### src/rtl/product_bcd_converter_pkg.sv
// Shared definitions for the multiplier datapath and its BCD readout stage.
// Holds the converter state encoding and the double-dabble adjust constants.
package mult_pkg;

    localparam int PRODUCT_W   = 16;
    localparam int BCD_DIGIT_W = 4;

    localparam logic [BCD_DIGIT_W-1:0] ADJ_THRESH = 4'd5;
    localparam logic [BCD_DIGIT_W-1:0] ADJ_ADD    = 4'd3;

    typedef enum logic [1:0] {
        IDLE,
        CONVERT,
        DONE
    } conv_state_t;

endpackage

### src/rtl/product_bcd_converter_if.sv
// Bus between the multiplier (master) and the BCD converter (slave).
// The master drives ready/product and observes the converter's result.
interface product_bcd_converter_if #(
    parameter int WIDTH  = 16,
    parameter int DIGITS = 5
);
    logic                  ready;
    logic [WIDTH-1:0]      product;
    logic                  busy;
    logic                  valid;
    logic [4*DIGITS-1:0]   bcd;

    modport master (
        output ready,
        output product,
        input  busy,
        input  valid,
        input  bcd
    );

    modport slave (
        input  ready,
        input  product,
        output busy,
        output valid,
        output bcd
    );
endinterface

### src/rtl/product_bcd_converter_adj.sv
// Double-dabble digit correction: a digit of 5 or more gets 3 added so the
// following left shift carries correctly into the next decimal digit.
module bcd_digit_adj
    import mult_pkg::*;
(
    input  logic [BCD_DIGIT_W-1:0] in_i,
    output logic [BCD_DIGIT_W-1:0] out_o
);
    always_comb begin
        out_o = in_i;
        if (in_i >= ADJ_THRESH) begin
            out_o = in_i + ADJ_ADD;
        end
    end
endmodule

### src/rtl/product_bcd_converter.sv
// Captures the multiplier product on a rising ready and converts it to packed
// BCD with a one-bit-per-clock double-dabble; result held with a valid flag.
module product_bcd_converter
    import mult_pkg::*;
#(
    parameter int WIDTH  = PRODUCT_W,
    parameter int DIGITS = 5
) (
    input  logic clock,
    input  logic nreset,
    product_bcd_converter_if.slave bus
);
    localparam int BCD_W = BCD_DIGIT_W * DIGITS;
    localparam int CNT_W = $clog2(WIDTH + 1);

    conv_state_t          state_q, state_d;
    logic                 ready_prev_q;
    logic [WIDTH-1:0]     bin_q, bin_d;
    logic [BCD_W-1:0]     acc_q, acc_d;
    logic [BCD_W-1:0]     acc_adj;
    logic [CNT_W-1:0]     cnt_q, cnt_d;
    logic                 busy_q, busy_d;
    logic                 valid_q, valid_d;
    logic [BCD_W-1:0]     bcd_q, bcd_d;
    logic                 start_evt;

    assign start_evt = bus.ready & ~ready_prev_q;

    genvar gi;
    generate
        for (gi = 0; gi < DIGITS; gi++) begin : g_adj
            bcd_digit_adj u_adj (
                .in_i  (acc_q[gi*BCD_DIGIT_W +: BCD_DIGIT_W]),
                .out_o (acc_adj[gi*BCD_DIGIT_W +: BCD_DIGIT_W])
            );
        end
    endgenerate

    always_ff @(posedge clock or negedge nreset) begin
        if (!nreset) begin
            state_q      <= IDLE;
            ready_prev_q <= 1'b0;
            bin_q        <= '0;
            acc_q        <= '0;
            cnt_q        <= '0;
            busy_q       <= 1'b0;
            valid_q      <= 1'b0;
            bcd_q        <= '0;
        end else begin
            state_q      <= state_d;
            ready_prev_q <= bus.ready;
            bin_q        <= bin_d;
            acc_q        <= acc_d;
            cnt_q        <= cnt_d;
            busy_q       <= busy_d;
            valid_q      <= valid_d;
            bcd_q        <= bcd_d;
        end
    end

    always_comb begin
        state_d = state_q;
        bin_d   = bin_q;
        acc_d   = acc_q;
        cnt_d   = cnt_q;
        busy_d  = busy_q;
        valid_d = valid_q;
        bcd_d   = bcd_q;

        unique case (state_q)
            IDLE: begin
                if (start_evt) begin
                    bin_d   = bus.product;
                    acc_d   = '0;
                    cnt_d   = CNT_W'(WIDTH);
                    busy_d  = 1'b1;
                    valid_d = 1'b0;
                    state_d = CONVERT;
                end
            end
            CONVERT: begin
                // Adjust first, then shift the binary MSB into the BCD LSB.
                {acc_d, bin_d} = {acc_adj, bin_q} << 1;
                cnt_d = cnt_q - 1'b1;
                if (cnt_q == CNT_W'(1)) begin
                    state_d = DONE;
                end
            end
            DONE: begin
                bcd_d   = acc_q;
                valid_d = 1'b1;
                busy_d  = 1'b0;
                state_d = IDLE;
            end
            default: state_d = IDLE;
        endcase
    end

    assign bus.busy  = busy_q;
    assign bus.valid = valid_q;
    assign bus.bcd   = bcd_q;

endmodule

### src/flat_wrapper.sv
// flat-port wrapper written by rule: the top's interface ports become plain ports
module product_bcd_converter_flat import mult_pkg::*;
#(
    parameter int WIDTH  = PRODUCT_W,
    parameter int DIGITS = 5
)
  (clock, nreset, bus_ready, bus_product, bus_busy, bus_valid, bus_bcd);
  product_bcd_converter_if #(.WIDTH(WIDTH), .DIGITS(DIGITS)) bus_i ();
  input  logic clock;
  input  logic nreset;
  input wire logic [$bits(bus_i.ready)-1:0] bus_ready;
  input wire logic [$bits(bus_i.product)-1:0] bus_product;
  output wire logic [$bits(bus_i.busy)-1:0] bus_busy;
  output wire logic [$bits(bus_i.valid)-1:0] bus_valid;
  output wire logic [$bits(bus_i.bcd)-1:0] bus_bcd;
  assign bus_i.ready = bus_ready;
  assign bus_i.product = bus_product;
  assign bus_busy = bus_i.busy;
  assign bus_valid = bus_i.valid;
  assign bus_bcd = bus_i.bcd;
  product_bcd_converter #(.WIDTH(WIDTH), .DIGITS(DIGITS)) u_core (.clock(clock), .nreset(nreset), .bus(bus_i));
endmodule
### config.mk
export PLATFORM = sky130hd
export DESIGN_NAME = product_bcd_converter_flat
export DESIGN_NICKNAME = d
export VERILOG_FILES = /design/src/rtl/product_bcd_converter_pkg.sv /design/src/rtl/product_bcd_converter_if.sv /design/src/rtl/product_bcd_converter_adj.sv /design/src/rtl/product_bcd_converter.sv /design/src/flat_wrapper.sv
export SDC_FILE = /design/constraint.sdc
export NUM_CORES = 1
export LEC_CHECK = 0
export BUFFER_PORTS_ARGS = -buffer_cell sky130_fd_sc_hd__buf_2
export CAP_MARGIN = 0
export CORE_UTILIZATION = 58
export DETAILED_ROUTE_END_ITERATION = 12
export PLACE_DENSITY_LB_ADDON = 0.15
export REMOVE_ABC_BUFFERS = 1
export SYNTH_ARGS = -nofsm -noshare
export SYNTH_HDL_FRONTEND = slang
export SYNTH_SLANG_ARGS = --single-unit
export TNS_END_PERCENT = 10
### constraint.sdc
create_clock -name clock -period 2.52 [get_ports clock]
set_clock_uncertainty 0.1 [all_clocks]
set_input_delay 0 -clock clock [delete_from_list [all_inputs] [get_ports clock]]
set_output_delay 0 -clock clock [all_outputs]
set_load 0.05 [all_outputs]
==> results.md, run 1 <==
- Post-Layout Cell Count: 408
- Clock root buffer: clkbuf_8
- Pre-antenna DRT Iters: 4
- Met3 usage: 5.49%
- RSZ-0062 raised after global routing: no
- Total Neg Setup Slack: 0 ns
- FF+latch count, synth: 66
- Port Buffer Count: 40
- Syn_area_per_cell: about 11 sq um
- Met1 Use GR: ~30%
- Data arrival time of the critical path: 2.02 ns
- Most Crowded Layer GR: met2
- Met2 usage: between 30% and 40%
- P_leak: around 1.6 nW
- F_max: between 500 and 600 MHz
- Vias in the first global route: 2166
- DP HPWL: around 3500 microns
- Worst hold-check path type: in -> async
- Final ANT Viol Nets: 0
- Post_cts resized: 0
- Asr flop ratio synth: 100%
- I/O pins: 41
- Initial Utilization: between 60 and 70%
- Clock tree sinks: 66
- Worst-path clk slew: 0.06 ns
- Dominant cells by area after synthesis: dfrtp_1 56%, mux2_2 5.7%, ha_1 5.1%, o21ai_0 5.1%, nor2_1 3.8%
- DR WL/cell: around 13 microns
- Pwr dens: approximately 1400 nW/um^2
- Synth Warn #: 0
- R2R setup slack: roughly 0.61 ns
- CTS tree: done
- Fillers: between 300 and 400
- Post-Syn Area: between 2000 and 3000 sq um
- Nets: roughly 370
- Critical path fanouts, max: 20
- CP Class: reg -> reg
- Multi-input gate area: about 1200 sq um
- Top cells by count, synth: 66 x dfrtp_1, 30 x nor2_1, 30 x o21ai_0, 21 x nand3_1, 17 x nand2_1
- Count leader, synth: dfrtp_1
- Mapped Cells: 279
- Count of flip-flops with a built-in enable after synthesis: 0
- Relative slew margins: a little over a third
- Diodes inserted: 0
- Die height: 73.3 microns
- Distinct cells, synth: 25
- Final critical-path required period: 1.91 ns
- Grt total ovfl: 0
- Gpl congestion: ~0.75
- Vias: roughly 2200
- GR Util All Layers: between 20% and 30%
- Least-Margin Pin Slew: 0.973 ns
- DRC: 0
- Clock latency on the worst-skew pair: around 0.33 ns
- Period utilization: between 70 and 80%
- Critical Path Start Type: flop
- WP data required: between 2 and 3 ns
- Max Cap Viol: 0
- Top cell type by total area after synthesis: dfrtp_1
- Top FF cell, synth: dfrtp_1
- Final hold viol count: 0
- Core Area: 4820 sq um
- Largest net degree at the start of global routing: 41
- Post-Route WL: 5500 microns
- Register area share after synthesis: between 50% and 60%
- Max VDD drop: between 0.0008 and 0.0009 V
- H-tree depth: 3
- Die area: between 5000 and 6000 sq um
- Clk buf depth: 2
- TritonCTS Buffers: 9
- DP Cell Count: between 300 and 400
- Slew Viols, Final: 0
- Initial DRC count: 100
- Yosys top cell area share: between 50% and 60%
- Final setup vio count: 0
- Sequential standard cell area: approximately 1700 sq um
- Reg2reg path depth: 4
- Die X: between 70 and 80 microns
- CP Capture Type: flop
- Share of cells above drive strength 1: 21.7%
- Final Util: around three quarters
- Initial antenna violation count: 0
- P&R area growth vs syn: 20.7%
- Row Count: 25
- Outcome: completed
- Via density per instance: between 5 and 6
- First-pass GRT wire length: around 9400 microns
[worst max-delay path: stages, from the launching register on]
cell and delay (ns):
dfrtp_1 0.40, or4b_1 0.56, nand2_2 0.36, o31ai_1 0.14, a32o_1 0.23
[final timing paths]
| kind | from | to |
|---|---|---|
| max | u_core.state_q[0]$_DFFE_PN0P_ | u_core.acc_q[11]$_DFFE_PN0P_ |
| min | nreset | u_core.bus.bcd[17]$_DFFE_PN0P_ |
| max reg2reg | u_core.state_q[0]$_DFFE_PN0P_ | u_core.acc_q[11]$_DFFE_PN0P_ |
| min reg2reg | u_core.bus.busy$_DFFE_PN0P_ | u_core.bus.busy$_DFFE_PN0P_ |
| max in group asynchronous | nreset | u_core.acc_q[3]$_DFFE_PN0P_ |
| min in group clock | bus_ready | u_core.ready_prev_q$_DFF_PN0_ |
[registers in the layout (all words and copies together), names as in the netlist]
register	flops
u_core.ready_prev_q	1
u_core.state_q	2
u_core.cnt_q	5
u_core.acc_q	20
u_core.bin_q	16
u_core.bus.busy	1
u_core.bus.valid	1
u_core.bus.bcd	20
[cells in the final DEF, fill, tap and decap left out]
| master | count |
|---|---|
| buf_4 | 6 |
| a32o_1 | 5 |
| xor2_1 | 4 |
| buf_12 | 1 |
| xnor2_1 | 5 |
| and2_1 | 1 |
| or4_1 | 2 |
| o31ai_1 | 10 |
| clkbuf_8 | 10 |
| ha_1 | 12 |
| or4b_1 | 1 |
| o21ai_0 | 30 |
| nand2b_2 | 1 |
| nor2b_1 | 1 |
| inv_1 | 13 |
| dlygate4sd3_1 | 18 |
| mux2_2 | 15 |
| nand3_1 | 21 |
| a21oi_1 | 5 |
| nor2_1 | 30 |
| nand2_2 | 1 |
| nand2b_1 | 6 |
| nand2_1 | 17 |
| dfrtp_1 | 66 |
| nor4b_1 | 1 |
| o22ai_1 | 15 |
| clkbuf_1 | 4 |
| buf_2 | 40 |
[metal layers]
layer / vias up / wire (microns)
met5: - / 0
met4: 0 / 106
met3: 10 / 138
met2: 39 / 2680
met1: 1072 / 2580
li1: 1089 / -
[report_power, final]
group          switching, mW  internal [mW]
clock                  0.357          0.375
sequential             0.338           1.55
combinational           1.54          0.844
[through the flow]
step           hold WS [ns]  setup WS (ns)  cell area, sq um  power, mW
6_report              0.169          0.614              3550       5.01
5_1_grt               0.238          0.489              3550       5.41
4_1_cts               0.188          0.614              3550       5.04
3_5_place_dp        0.00907          0.624              3220       4.28
3_3_place_gp         0.0104          0.675              3220       4.19
2_1_floorplan        -0.396          0.207              2870       3.67
[logic make-up after synthesis]
logic type / count (synthesis) / synth area share [%]
adders and majority gates: 12 / 5.10
DFF: 66 / 56.1
buffers and inverters: 30 / 4.21
and+or+nand+nor: 82 / 12.8
xor gates and xnor gates: 9 / 2.68
muxes: 15 / 5.73
AOI/OAI and AO/OA: 65 / 13.4
[final cells by class]
type	instances	share of cell area [%]
repair buffers	65	12.5
multi-input cells	183	33.0
flip-flops and latches	66	46.5
clock buffers	14	4.29
inverters	13	1.37
well taps	67	2.36
[timing repair]
item                      in CTS  in global routing
hold endpoints to repair      49                  0
setup buffers                  0                  0
hold buffers                  18                  0
No activity file was read; power rests on OpenSTA's default activity.
==> run 2: changes to the inputs <==
--- a/config.mk
+++ b/config.mk
@@ -7,7 +7,7 @@
 export LEC_CHECK = 0
 export BUFFER_PORTS_ARGS = -buffer_cell sky130_fd_sc_hd__buf_2
 export CAP_MARGIN = 0
-export CORE_UTILIZATION = 58
+export CORE_UTILIZATION = 57
 export DETAILED_ROUTE_END_ITERATION = 12
 export PLACE_DENSITY_LB_ADDON = 0.15
 export REMOVE_ABC_BUFFERS = 1
==> constraint.sdc (replaced) <==
create_clock -name clock -period 1.8 [get_ports clock]
set_clock_uncertainty 0.1 [all_clocks]
set_input_delay 0 -clock clock [delete_from_list [all_inputs] [get_ports clock]]
set_output_delay 0 -clock clock [all_outputs]
set_load 0.05 [all_outputs]
==> results.md, run 2 (synthesized netlist as in run 1, its figures left out) <==
- Outcome: completed (unchanged)
- Port Buffer Count: 40 (unchanged)
- Hold slack: 0.101 ns (was 0.169 ns)
- F_max: 579 MHz (was 525 MHz)
- DP Cell Count: 382 (was 376)
- DP HPWL: 3370 microns (was 3480 microns)
- Clock latency on the worst-skew pair: 0.33 ns (about the same)
- RSZ-0062 raised after global routing: yes (was no)
- Max Cap Viol: 0 (unchanged)
- I/O pins: 41 (unchanged)
- Initial antenna violation count: 0 (unchanged)
- Data arrival time of the critical path: 1.84 ns (was 2.02 ns)
- Worst hold-check path type: in -> async (unchanged)
- Crit. Startpoint: u_core.state_q[0]$_DFFE_PN0P_ (unchanged)
- WP buf/inv: 1 (was 0)
- Final setup vio count: 0 (unchanged)
- Gpl congestion: 0.828 (was 0.751)
- Share of cells above drive strength 1: 25.5% (was 21.7%)
- Pre-antenna DRT Iters: 4 (unchanged)
- Reg2Reg Launch Point: u_core.state_q[0]$_DFFE_PN0P_ (unchanged)
- P&R area growth vs syn: 24.0% (was 20.7%)
- R2r endpoint: u_core.bin_q[5]$_DFFE_PN0P_ (was u_core.acc_q[11]$_DFFE_PN0P_)
- Commonest cells after routing, fill and taps aside: 66 x dfrtp_1, 40 x buf_2, 30 x nor2_1, 29 x o21ai_0, 21 x nand3_1 (was 66 x dfrtp_1, 40 x buf_2, 30 x o21ai_0, 30 x nor2_1, 21 x nand3_1)
- Final hold viol count: 0 (unchanged)
- Cell family with most CP delay: simple AND/OR/NAND/NOR gates (unchanged)
- DRC: 0 (unchanged)
- Initial Utilization: 60.7% (was 61.1%)
- CP Capture Type: flop (unchanged)
- Final critical-path required period: 1.73 ns (was 1.91 ns)
- Nets: 375 (was 369)
- Worst-path clk slew: 0.07 ns (was 0.06 ns)
- Clk buf depth: 2 (unchanged)
- Post-CTS setup buffers: 0 (unchanged)
- Clock tree sinks: 66 (unchanged)
- Most common cell after layout, fill and taps aside: dfrtp_1 (unchanged)
- Fillers: 339 (was 367)
- Initial DRC count: 110 (was 100)
- Core Area: 4850 sq um (was 4820 sq um)
- Largest net degree at the start of global routing: 67 (was 41)
- Post-Layout Cell Count: 416 (was 408)
- Final ANT Viol Nets: 0 (unchanged)
- Grt total ovfl: 0 (unchanged)
- First-pass GRT wire length: 9520 microns (was 9430 microns)
- Period utilization: 96.0% (was 75.7%)
- Critical path fanouts, max: 40 (was 20)
- Slowest cell delay on critical path: 0.61 ns (was 0.56 ns)
- CTS tree: done (unchanged)
- Die area: 5460 sq um (was 5370 sq um)
- Relative slew margins: 77.3% (was 35.2%)
- WP data required: 1.91 ns (was 2.63 ns)
- P_leak: 1.70 nW (was 1.65 nW)
- R2R setup slack: 0.07 ns (was 0.61 ns)
- Cell-by-cell listing of the critical path: or4b_1 -> buf_6 -> o22ai_1 -> nor2_1 (was or4b_1 -> nand2_2 -> o31ai_1 -> a32o_1)
- GR Util All Layers: 23.6% (about the same)
- Max VDD drop: 0.00106 V (was 0.000810 V)
- Placed inst area: 3270 sq um (was 3220 sq um)
- Final non-filler cell area: 3650 sq um (was 3550 sq um)
- Critical Path Start Type: flop (unchanged)
- H-tree depth: 3 (unchanged)
- Slew Viols, Final: 0 (unchanged)
- Die height: 73.9 microns (was 73.3 microns)
- Pwr dens: 2000 nW/um^2 (was 1410 nW/um^2)
- Clock root buffer: clkbuf_8 (unchanged)
- Overall power: 7.29 mW (was 5.01 mW)
- DR WL/cell: 13.3 microns (was 13.5 microns)
- Post-Route WL: 5510 microns (was 5500 microns)
- Least-Margin Pin Slew: 0.340 ns (was 0.973 ns)
- Slowest library cell on the worst path: or4b_1 (unchanged)
- CP Class: reg -> reg (unchanged)
- Row Count: 25 (unchanged)
- TritonCTS Buffers: 9 (unchanged)
- Die X: 73.9 microns (was 73.3 microns)
- Via density per instance: 5.34 (was 5.42)
- Diodes inserted: 0 (unchanged)
- Vias: 2220 (was 2210)
- Reg2reg path depth: 4 (unchanged)
- Vias in the first global route: 2183 (was 2166)
==> run 2: through the flow <==
step	setup TNS, ns	utilization [%]	worst slack, ns
floorplan	-11.46	-	-0.513
global placement	0	67.4	0.123
detailed placement	0	67.4	0.0831
CTS	0	74.9	0.0833
global route	-0.0140	75.3	-0.0140
finish	0	75.3	0.0722
==> run 2: worst register-to-register path, delay by kind of cell, from the launching register on <==
family,cells,cell delay (ns)
AOI/OAI and AO/OA,1,0.19
DFF,1,0.40
and+or+nand+nor,2,0.68
buffers and inverters,1,0.25
==> run 2: area by class of cell <==
| class | instances | area [sq um] | area share [%] |
|---|---|---|---|
| well taps | 67 | 83.8 | 2.30 |
| multi-input cells | 183 | 1190 | 32.6 |
| flip-flops and latches | 66 | 1650 | 45.2 |
| clock buffers | 14 | 173 | 4.73 |
| inverters | 13 | 48.8 | 1.34 |
| repair buffers | 71 | 494 | 13.5 |
| clock inverters | 2 | 10.0 | 0.274 |
==> run 2: timing repair <==
item                                   CTS  global route
resized for setup                        0             8
setup endpoints to repair                0             9
hold buffers                            18             0
endpoints found under the hold margin   83             0
==> run 2: worst max path at each step <==
stage / cells past startpoint / end / slack, ns
detailed placement: 4 / u_core.bin_q[9]$_DFFE_PN0P_ / 0.08
floorplan: 4 / u_core.acc_q[11]$_DFFE_PN0P_ / -0.51
CTS: 5 / u_core.bin_q[11]$_DFFE_PN0P_ / 0.08
global placement: 4 / u_core.bin_q[2]$_DFFE_PN0P_ / 0.12
finish: 4 / u_core.bin_q[5]$_DFFE_PN0P_ / 0.07
global route: 4 / u_core.bin_q[6]$_DFFE_PN0P_ / -0.01
==> run 2: power breakdown <==
group / internal, mW / switching [mW]
clock network: 0.610 / 0.515
logic: 1.31 / 2.21
registers: 2.18 / 0.470
total: 4.10 / 3.19
==> run 2: metal layers <==
layer | part of all wire [%] | up-vias | GRT usage [%]
met3 | 3.2 | 11 | 6.31
met2 | 47 | 44 | 38.5
met1 | 47 | 1065 | 29.2
met4 | 2.1 | 0 | 11.3
met5 | 0 | - | 0
li1 | - | 1100 | -
==> run 3: changes to the inputs <==
--- a/config.mk
+++ b/config.mk
@@ -6,10 +6,10 @@
 export NUM_CORES = 1
 export LEC_CHECK = 0
 export BUFFER_PORTS_ARGS = -buffer_cell sky130_fd_sc_hd__buf_2
-export CAP_MARGIN = 0
+export CAP_MARGIN = 20
 export CORE_UTILIZATION = 57
 export DETAILED_ROUTE_END_ITERATION = 12
-export PLACE_DENSITY_LB_ADDON = 0.15
+export PLACE_DENSITY = 0.9
 export REMOVE_ABC_BUFFERS = 1
 export SYNTH_ARGS = -nofsm -noshare
 export SYNTH_HDL_FRONTEND = slang
==> results.md, run 3 (synthesized netlist as in run 1, its figures left out) <==
- Max VDD drop: 0.00115 V (was 0.00106 V)
- Total Neg Setup Slack: 0 ns (unchanged)
- Outcome: completed (unchanged)
- Clock root buffer: clkbuf_8 (unchanged)
- TritonCTS Buffers: 9 (unchanged)
- Period utilization: 99.0% (was 96.0%)
- Vias in the first global route: 2253 (was 2183)
- Initial antenna violation count: 0 (unchanged)
- Die X: 73.9 microns (unchanged)
- Final Util: 74.7% (was 75.3%)
- Data arrival time of the critical path: 1.90 ns (was 1.84 ns)
- CP Class: reg -> reg (unchanged)
- Nets: 374 (was 375)
- F_max: 561 MHz (was 579 MHz)
- Relative slew margins: 70.9% (was 77.3%)
- Via density per instance: 5.52 (was 5.34)
- Slowest cell delay on critical path: 0.61 ns (about the same)
- Final ANT Viol Nets: 0 (unchanged)
- Post-place setup slack: 0.0577 ns (was 0.0831 ns)
- H-tree depth: 3 (unchanged)
- CTS tree: done (unchanged)
- Initial DRC count: 170 (was 110)
- Worst hold-check path type: in -> async (unchanged)
- DRC: 0 (unchanged)
- Row Count: 25 (unchanged)
- Post-CTS setup buffers: 0 (unchanged)
- WP buf/inv: 1 (unchanged)
- Final setup vio count: 0 (unchanged)
- Port Buffer Count: 40 (unchanged)
- WP data required: 1.92 ns (was 1.91 ns)
- Cell-by-cell listing of the critical path: or4b_1 -> buf_6 -> o22ai_1 -> nor2_1 (unchanged)
- Share of cells above drive strength 1: 24.3% (was 25.5%)
- Overall power: 7.28 mW (was 7.29 mW)
- Cell family with most CP delay: simple AND/OR/NAND/NOR gates (unchanged)
- Slowest library cell on the worst path: or4b_1 (unchanged)
- P&R area growth vs syn: 22.9% (was 24.0%)
- Gpl congestion: 0.780 (was 0.828)
- First-pass GRT wire length: 10200 microns (was 9520 microns)
- Die height: 73.9 microns (unchanged)
- Hold slack: 0.102 ns (was 0.101 ns)
- Clk buf depth: 2 (unchanged)
- P_leak: 1.68 nW (was 1.70 nW)
- RSZ-0062 raised after global routing: yes (unchanged)
- Vias: 2276 (was 2220)
- Least-Margin Pin Slew: 0.431 ns (was 0.340 ns)
- CP Capture Type: flop (unchanged)
- Max Cap Viol: 0 (unchanged)
- I/O pins: 41 (unchanged)
- DP HPWL: 3690 microns (was 3370 microns)
- DR WL/cell: 14.7 microns (was 13.3 microns)
- Worst-path clk slew: 0.07 ns (about the same)
- Critical Path Start Type: flop (unchanged)
- Pre-antenna DRT Iters: 4 (unchanged)
- Commonest cells after routing, fill and taps aside: 66 x dfrtp_1, 40 x buf_2, 30 x o21ai_0, 30 x nor2_1, 21 x nand3_1 (was 66 x dfrtp_1, 40 x buf_2, 30 x nor2_1, 29 x o21ai_0, 21 x nand3_1)
- Grt total ovfl: 0 (unchanged)
- Final worst setup slack: 0.0189 ns (was 0.0722 ns)
- Pwr dens: 2010 nW/um^2 (was 2000 nW/um^2)
- Critical path fanouts, max: 40 (unchanged)
- Final hold viol count: 0 (unchanged)
- Largest net degree at the start of global routing: 67 (unchanged)
- GR Util All Layers: 25.8% (was 23.6%)
- Core Area: 4850 sq um (unchanged)
- Initial Utilization: 60.7% (unchanged)
- Clock latency on the worst-skew pair: 0.33 ns (about the same)
- Clock tree sinks: 66 (unchanged)
- Die area: 5460 sq um (unchanged)
- Diodes inserted: 0 (unchanged)
- Post-Route WL: 6070 microns (was 5510 microns)
- Final critical-path required period: 1.78 ns (was 1.73 ns)
- Slew Viols, Final: 0 (unchanged)
- Most common cell after layout, fill and taps aside: dfrtp_1 (unchanged)
run 3: changes by cell type in the layout (fill, tap and decap cells not counted), sizes merged:
| cell | delta |
|---|---|
| buf | -1 |
| clkinv | -1 |
| clkbuf | -2 |
run 3: cell type report:
| class | instances | area (sq um) |
|---|---|---|
| clock buffer | 12 | 135 |
| multi-input combinational | 183 | 1190 |
| clock inverter | 1 | 5.00 |
| fill | 313 | 1230 |
| timing repair buffer | 70 | 503 |
| inverter | 13 | 48.8 |
| sequential | 66 | 1650 |
| tap | 67 | 83.8 |
run 3: timing repair:
item	CTS	global route
hold buffers	18	0
endpoints found under the hold margin	83	0
gates resized for setup	0	8
setup endpoints to repair	0	22
run 3: per-stage QoR:
stage | cells | area (sq um)
2_1_floorplan | 262 | 2870
3_3_place_gp | 381 | 3270
3_5_place_dp | 381 | 3270
4_1_cts | 412 | 3590
5_1_grt | 412 | 3620
6_report | 412 | 3620
run 3: tightest hold or removal path: cells and delay by family:
kind	cells	cell delay [ns]
buf+inv	3	0.93
run 3: final timing paths:
kind	start	to	slack, ns	cells after the start
worst max register to register	u_core.state_q[0]$_DFFE_PN0P_	u_core.bin_q[10]$_DFFE_PN0P_	0.02	4
min in group clock	bus_ready	u_core.ready_prev_q$_DFF_PN0_	0.25	2
worst max-delay path	u_core.state_q[0]$_DFFE_PN0P_	u_core.bin_q[10]$_DFFE_PN0P_	0.02	4
max in group asynchronous	nreset	u_core.bus.bcd[11]$_DFFE_PN0P_	1.22	3
worst min-delay path	nreset	u_core.bus.bcd[1]$_DFFE_PN0P_	0.10	3
worst min register to register	u_core.bus.bcd[8]$_DFFE_PN0P_	u_core.bus.bcd[8]$_DFFE_PN0P_	0.38	2
run 3: power by group:
part           total [mW]  internal [mW]  switching [mW]
clock               0.975          0.476           0.499
sequential           2.69           2.18           0.511
combinational        3.61           1.33            2.29
total                7.28           3.98            3.30
run 3: per-layer routing:
metal | global-route usage [%] | routed length (microns) | share of wire [%]
met1 | 31.7 | 2610 | 43
met2 | 41.4 | 3000 | 49
met5 | 0 | 0 | 0
met3 | 6.58 | 304 | 5.0
met4 | 15.0 | 159 | 2.6
